File: src/rtl/lvds_bit_align.sv
// lvds_bit_align: per-lane delay-tap scanner that centres the sampling point
// in the widest stable data eye before the downstream bitslip search starts.
// Optional feature macro: LVDS_BIT_ALIGN_RETRY_EN (up to 3 automatic re-sweeps
// before align_error is raised).
module lvds_bit_align #(
  parameter int unsigned DATA_WIDTH    = 10,
  parameter int unsigned TAP_WIDTH     = 5,
  parameter int unsigned SETTLE_CYCLES = 4,
  parameter int unsigned SAMPLE_CYCLES = 16,
  parameter int unsigned MIN_EYE       = 4
) (
  input  logic                  clk,
  input  logic                  rst,
  input  logic                  align_start,
  input  logic [DATA_WIDTH-1:0] data_in,
  output logic                  delay_ld,
  output logic [TAP_WIDTH-1:0]  delay_tap,
  output logic                  bit_align_done,
  output logic                  align_error
);

  // Run lengths need one extra bit so a full-range eye (2^TAP_WIDTH) fits.
  localparam int unsigned LEN_W   = TAP_WIDTH + 1;
  localparam int unsigned CNT_MAX = (SETTLE_CYCLES > SAMPLE_CYCLES) ? SETTLE_CYCLES : SAMPLE_CYCLES;
  localparam int unsigned CNT_W   = $clog2(CNT_MAX + 1);

  typedef enum logic [3:0] {
    S_IDLE,
    S_LOAD,
    S_SETTLE,
    S_SAMPLE,
    S_EVAL,
    S_CENTER,
    S_CSETTLE,
    S_DONE,
    S_FAIL
  } state_t;

  state_t                r_state;
  logic [TAP_WIDTH-1:0]  r_tap;
  logic [CNT_W-1:0]      r_cnt;
  logic [DATA_WIDTH-1:0] r_ref;
  logic                  r_stable;
  logic [LEN_W-1:0]      r_run_len;
  logic [TAP_WIDTH-1:0]  r_run_start;
  logic [LEN_W-1:0]      r_best_len;
  logic [TAP_WIDTH-1:0]  r_best_start;
  logic                  r_delay_ld;
  logic [TAP_WIDTH-1:0]  r_delay_tap;
  logic                  r_done;
  logic                  r_error;
`ifdef LVDS_BIT_ALIGN_RETRY_EN
  logic [2:0]            r_retry;
`endif

  logic [LEN_W-1:0]      w_run_len;
  logic [TAP_WIDTH-1:0]  w_run_start;
  logic                  w_best_upd;
  logic [LEN_W-1:0]      w_best_len;
  logic [TAP_WIDTH-1:0]  w_best_start;
  logic [LEN_W-1:0]      w_center_full;
  logic [TAP_WIDTH-1:0]  w_center;
  logic                  w_eye_ok;
  logic [TAP_WIDTH-1:0]  w_tap_next;
  logic                  w_tap_max;
  logic                  w_settle_last;
  logic                  w_sample_last;

  // Run/best bookkeeping for the tap being evaluated; the centre tap is
  // derived from the post-update best so it can be loaded on CENTER entry.
  assign w_run_len     = r_stable ? (r_run_len + LEN_W'(1)) : LEN_W'(0);
  assign w_run_start   = (r_stable && (r_run_len == LEN_W'(0))) ? r_tap : r_run_start;
  assign w_best_upd    = (w_run_len > r_best_len);
  assign w_best_len    = w_best_upd ? w_run_len   : r_best_len;
  assign w_best_start  = w_best_upd ? w_run_start : r_best_start;
  assign w_center_full = {1'b0, w_best_start} + ((w_best_len - LEN_W'(1)) >> 1);
  assign w_center      = TAP_WIDTH'(w_center_full);
  assign w_eye_ok      = (w_best_len >= LEN_W'(MIN_EYE));
  assign w_tap_next    = r_tap + TAP_WIDTH'(1);
  assign w_tap_max     = (r_tap == {TAP_WIDTH{1'b1}});
  assign w_settle_last = (r_cnt == CNT_W'(SETTLE_CYCLES - 1));
  assign w_sample_last = (r_cnt == CNT_W'(SAMPLE_CYCLES - 1));

  // Sweep controller: one state register with all outputs registered.
  always_ff @(posedge clk) begin
    if (rst) begin
      r_state      <= S_IDLE;
      r_tap        <= '0;
      r_cnt        <= '0;
      r_ref        <= '0;
      r_stable     <= 1'b0;
      r_run_len    <= '0;
      r_run_start  <= '0;
      r_best_len   <= '0;
      r_best_start <= '0;
      r_delay_ld   <= 1'b0;
      r_delay_tap  <= '0;
      r_done       <= 1'b0;
      r_error      <= 1'b0;
`ifdef LVDS_BIT_ALIGN_RETRY_EN
      r_retry      <= '0;
`endif
    end else begin
      r_delay_ld <= 1'b0;
      case (r_state)
        S_IDLE, S_DONE, S_FAIL: begin
          if (align_start) begin
            r_done       <= 1'b0;
            r_error      <= 1'b0;
            r_tap        <= '0;
            r_run_len    <= '0;
            r_run_start  <= '0;
            r_best_len   <= '0;
            r_best_start <= '0;
            r_delay_ld   <= 1'b1;
            r_delay_tap  <= '0;
`ifdef LVDS_BIT_ALIGN_RETRY_EN
            r_retry      <= '0;
`endif
            r_state      <= S_LOAD;
          end
        end
        S_LOAD: begin
          r_cnt   <= '0;
          r_state <= S_SETTLE;
        end
        S_SETTLE: begin
          if (w_settle_last) begin
            r_cnt   <= '0;
            r_state <= S_SAMPLE;
          end else begin
            r_cnt <= r_cnt + CNT_W'(1);
          end
        end
        S_SAMPLE: begin
          if (r_cnt == CNT_W'(0)) begin
            r_ref    <= data_in;
            r_stable <= 1'b1;
          end else if (data_in != r_ref) begin
            r_stable <= 1'b0;
          end
          if (w_sample_last) begin
            r_cnt   <= '0;
            r_state <= S_EVAL;
          end else begin
            r_cnt <= r_cnt + CNT_W'(1);
          end
        end
        S_EVAL: begin
          r_run_len    <= w_run_len;
          r_run_start  <= w_run_start;
          r_best_len   <= w_best_len;
          r_best_start <= w_best_start;
          if (w_tap_max) begin
            r_state <= S_CENTER;
            if (w_eye_ok) begin
              r_delay_ld  <= 1'b1;
              r_delay_tap <= w_center;
            end
          end else begin
            r_tap       <= w_tap_next;
            r_delay_ld  <= 1'b1;
            r_delay_tap <= w_tap_next;
            r_state     <= S_LOAD;
          end
        end
        S_CENTER: begin
          r_cnt <= '0;
          if (r_best_len >= LEN_W'(MIN_EYE)) begin
            r_state <= S_CSETTLE;
          end else begin
`ifdef LVDS_BIT_ALIGN_RETRY_EN
            if (r_retry < 3'd3) begin
              r_retry      <= r_retry + 3'd1;
              r_tap        <= '0;
              r_run_len    <= '0;
              r_run_start  <= '0;
              r_best_len   <= '0;
              r_best_start <= '0;
              r_delay_ld   <= 1'b1;
              r_delay_tap  <= '0;
              r_state      <= S_LOAD;
            end else begin
              r_error <= 1'b1;
              r_state <= S_FAIL;
            end
`else
            r_error <= 1'b1;
            r_state <= S_FAIL;
`endif
          end
        end
        S_CSETTLE: begin
          if (w_settle_last) begin
            r_cnt   <= '0;
            r_done  <= 1'b1;
            r_state <= S_DONE;
          end else begin
            r_cnt <= r_cnt + CNT_W'(1);
          end
        end
        default: r_state <= S_IDLE;
      endcase
    end
  end

  assign delay_ld       = r_delay_ld;
  assign delay_tap      = r_delay_tap;
  assign bit_align_done = r_done;
  assign align_error    = r_error;

endmodule

File: config.mk
export PLATFORM = sky130hd
export DESIGN_NAME = lvds_bit_align
export DESIGN_NICKNAME = d
export VERILOG_FILES = /design/src/rtl/lvds_bit_align.sv
export SDC_FILE = /design/constraint.sdc
export NUM_CORES = 1
export LEC_CHECK = 0
export ABC_AREA = 1
export ABC_CLOCK_PERIOD_IN_PS = 5400
export CAP_MARGIN = 10
export CELL_PAD_IN_SITES_DETAIL_PLACEMENT = 1
export CELL_PAD_IN_SITES_GLOBAL_PLACEMENT = 1
export CORE_UTILIZATION = 43
export DETAILED_ROUTE_END_ITERATION = 8
export PLACE_DENSITY = 0.85
export SLEW_MARGIN = 30
export SYNTH_ARGS = -nofsm -noshare
export SYNTH_HDL_FRONTEND = slang
export SYNTH_SLANG_ARGS = --single-unit
File: constraint.sdc
create_clock -name clk -period 5.4 [get_ports clk]
set_clock_uncertainty 0.2 [all_clocks]
set_input_delay 0.54 -clock clk [delete_from_list [all_inputs] [get_ports clk]]
set_output_delay 0.54 -clock clk [all_outputs]
set_load 0.01 [all_outputs]
==> flow_metrics.py <==
metrics = {
    "drt": {
        "drt-initial-drc-count": 77,
        "drcViolationCount": 0,
        "first_pass_iters": 4,
        "vias": 3091,
        "via_per_inst": 5.311,
        "drt-wirelength-per-cell_um": 14.86,
        "drt_wl_total_um": 8651,
        "antenna_left": 0,
    },
    "timing": {
        "rsz0062_at_grt": "false",
        "fin_setup_tns_ps": 0,
        "worst_slack_ps": 995.0,
        "worst_slew_pin_slew_ps": 846.2,
        "setup-violations-final": 0,
        "report.final.slew_viol_count": 0,
        "finalHoldViolCount": 0,
        "timing.final.crit_period_ps": 4405,
        "slew_headroom_pct": 43.45,
        "finalCritPeriodShare_pct": 81.57,
        "timing.fmax_ghz": 0.2270,
    },
    "global_routing": {
        "gr-total-overflow": 0,
        "antenna_found_initial": 0,
        "grt_first_pass_wirelength_um": 14460,
        "grtUsageMet3_pct": 3.416,
        "grt_usage_pct": 23.56,
        "busiest_layer": "met2",
        "gr-usage-met2_pct": 43.30,
        "grtUsageMet1_pct": 27.66,
        "grt_pass1_vias": 3187,
        "grt_max_degree": 38,
    },
    "clock_network": {
        "cts_root_buf": "clkbuf_8",
        "postCtsSetupBuffers": 0,
        "worstSkewPairLatency_ps": 330,
        "clkSinkCount": 55,
        "h-tree-depth": 2,
        "cts_tree": "done",
        "cts_buffers": 5,
        "cts.clk_slew.worst_paths_ps": 110,
        "ctsResizeCount": 0,
        "cts.path.max_buffers": 2,
        "cts_hold_buf": 0,
    },
    "min_path": {
        "hold_depth": 2,
        "hp-class": "register to register",
    },
    "critical_path": {
        "critical_path_required_ps": 5400,
        "cpMostUsedCell": "nand2_1",
        "rr_worst_depth": 24,
        "path_max_fanout": 18,
        "crit_chain": "nand4_1, nor2_1, o21ai_0, a21oi_1, ha_1, nand2_1, nor2_1, nand4_1, nand3_4, nand2_8, o21ai_2, xnor2_1, ha_1, fa_1, nand2_1, inv_1, or2_2, a21oi_1, nand3b_1, nand2_1, nand2_1, nand3_1, nand2_1, a21oi_2",
        "cp-end-kind": "register",
        "crit_slowest_cell": "dfxtp_1",
        "path_class": "register to register",
        "crit_arrival_ps": 4410,
        "slowest_delay_ps": 440,
        "startpoint_type": "register",
    },
    "logic_synthesis": {
        "yosysMostFrequentCell": "nand2_1",
        "syn_nets": 497,
        "synth_area_leaders": "dfxtp_1, nand2_1, a21oi_1",
        "synth_flop_cell": "dfxtp_1",
        "synthCells": 466,
        "synth.avg_cell_area_um2": 7.002,
        "yosys_warnings": 0,
        "ys_seq_area_share_pct": 33.74,
        "synth-seq-cells": 55,
        "synth_common_cells": "nand2_1, dfxtp_1, inv_1",
        "synth_edf_count": 0,
        "async_flop_share_pct": 0,
        "synth_area_um2": 3263,
        "synth_cell_type_count": 39,
        "synth_top_area_share_pct": 33.74,
        "synth_top_area_cell": "dfxtp_1",
    },
    "outcome": {
        "status": "finished, final reports clean",
    },
    "cells_and_area": {
        "syn_to_final_growth_pct": 11.46,
        "layout-drive-gt1-share_pct": 9.938,
        "n_antenna_cell": 0,
        "nets": 513,
        "finalInstanceArea_um2": 3637,
    },
    "floorplanning": {
        "initial_core_util_pct": 44.75,
        "dieArea_um2": 7941,
        "die_y_um": 89.11,
        "io_pins": 21,
        "fp.dieW_um": 89.11,
        "core-area_um2": 7292,
        "std_cell_rows": 31,
    },
    "placed_design": {
        "dp_hpwl_um": 6640,
        "place_area_um2": 3541,
        "port_buffers": 20,
        "gp_congestion": 0.9030,
        "dp_slack_ps": 1040,
    },
    "power": {
        "p_leak_nw": 1.456,
        "ir_worst_vdd_uv": 268.0,
        "powerDensity_nw_per_um2": 366.6,
    },
    "flow_run": {
        "cap_violations": 0,
    },
}
## worst max-delay path: cells and delay by family, from the launching register on
| family | cells | cell delay, ps |
|---|---|---|
| adders and majority gates | 3 | 820 |
| xor gates and xnor gates | 1 | 100 |
| and+or+nand+nor | 14 | 1850 |
| AOI/OAI and AO/OA | 5 | 830 |
| DFF | 1 | 440 |
| buffers and inverters | 1 | 50 |
## metrics by stage
stage | utilization, % | cells | power [mW] | hold slack [ps]
4_1_cts | 49.88 | 582 | 1.345 | 277.8
3_5_place_dp | 48.56 | 574 | 1.092 | 262.5
5_1_grt | 49.88 | 582 | 1.435 | 293.8
2_1_floorplan | - | 466 | 0.9240 | 241.0
3_3_place_gp | 48.56 | 574 | 1.065 | 251.3
6_report | 49.88 | 582 | 1.333 | 275.8
## area by class of cell
cell class,instances,area (um2)
clock buffers,5,68.82
repair buffers,22,215.2
fillers,973,3655
multi-input cells,343,1894
well taps,99,123.9
clock inverters,3,27.53
flip-flops and latches,55,1101
inverters,55,206.4
## routing by layer
metal	up-vias	part of all wire, %
li1	1557	-
met1	1465	45
met2	50	50
met3	19	2.8
met4	0	2.6
met5	-	0
## cells by family (layout without fill, tap and decap cells)
kind of cell / count (synthesis) / in the layout / share of synthesized area [%]
xor+xnor: 5 / 5 / 1.342
mux: 3 / 3 / 0.9203
buf+inv: 68 / 85 / 8.205
fa+ha+maj: 18 / 18 / 7.132
simple gates: 219 / 219 / 31.44
flops: 55 / 55 / 33.74
compound gates: 98 / 98 / 17.22
## sequential cells by signal, summed over array words and instances (netlist names), 4 cells and up
signal	count
r_ref	10
r_best_len	6
r_run_len	6
delay_tap	5
r_best_start	5
r_cnt	5
r_run_start	5
r_tap	5
r_state	4
## cell usage in the layout (no fill, tap or decap), types with 9 or more instances in the layout
master,Yosys,final
nand2_2,9,9
or2_2,13,13
nor2_1,46,46
inv_1,54,54
a21oi_1,46,46
clkdlybuf4s50_1,0,20
dfxtp_1,55,55
nand4_1,9,9
o21ai_0,31,31
nand2_1,104,104
nand3_1,18,18
ha_1,17,17
## where the power goes
part	switching, mW	total, mW	internal [mW]
sequential	0.0602	0.534	0.473
clock	0.155	0.251	0.0966
combinational	0.375	0.549	0.173
total	0.590	1.33	0.743
## path summary, 6_finish.rpt
kind | from | end | slack [ps]
worst max-delay path | r_run_len[2] | delay_tap[4] | 990
worst min-delay path | r_run_start[0] | r_run_start[0] | 280
worst max register to register | r_run_len[2] | delay_tap[4] | 990
worst min register to register | r_run_start[0] | r_run_start[0] | 280
Power figures use the tool's default switching activity.
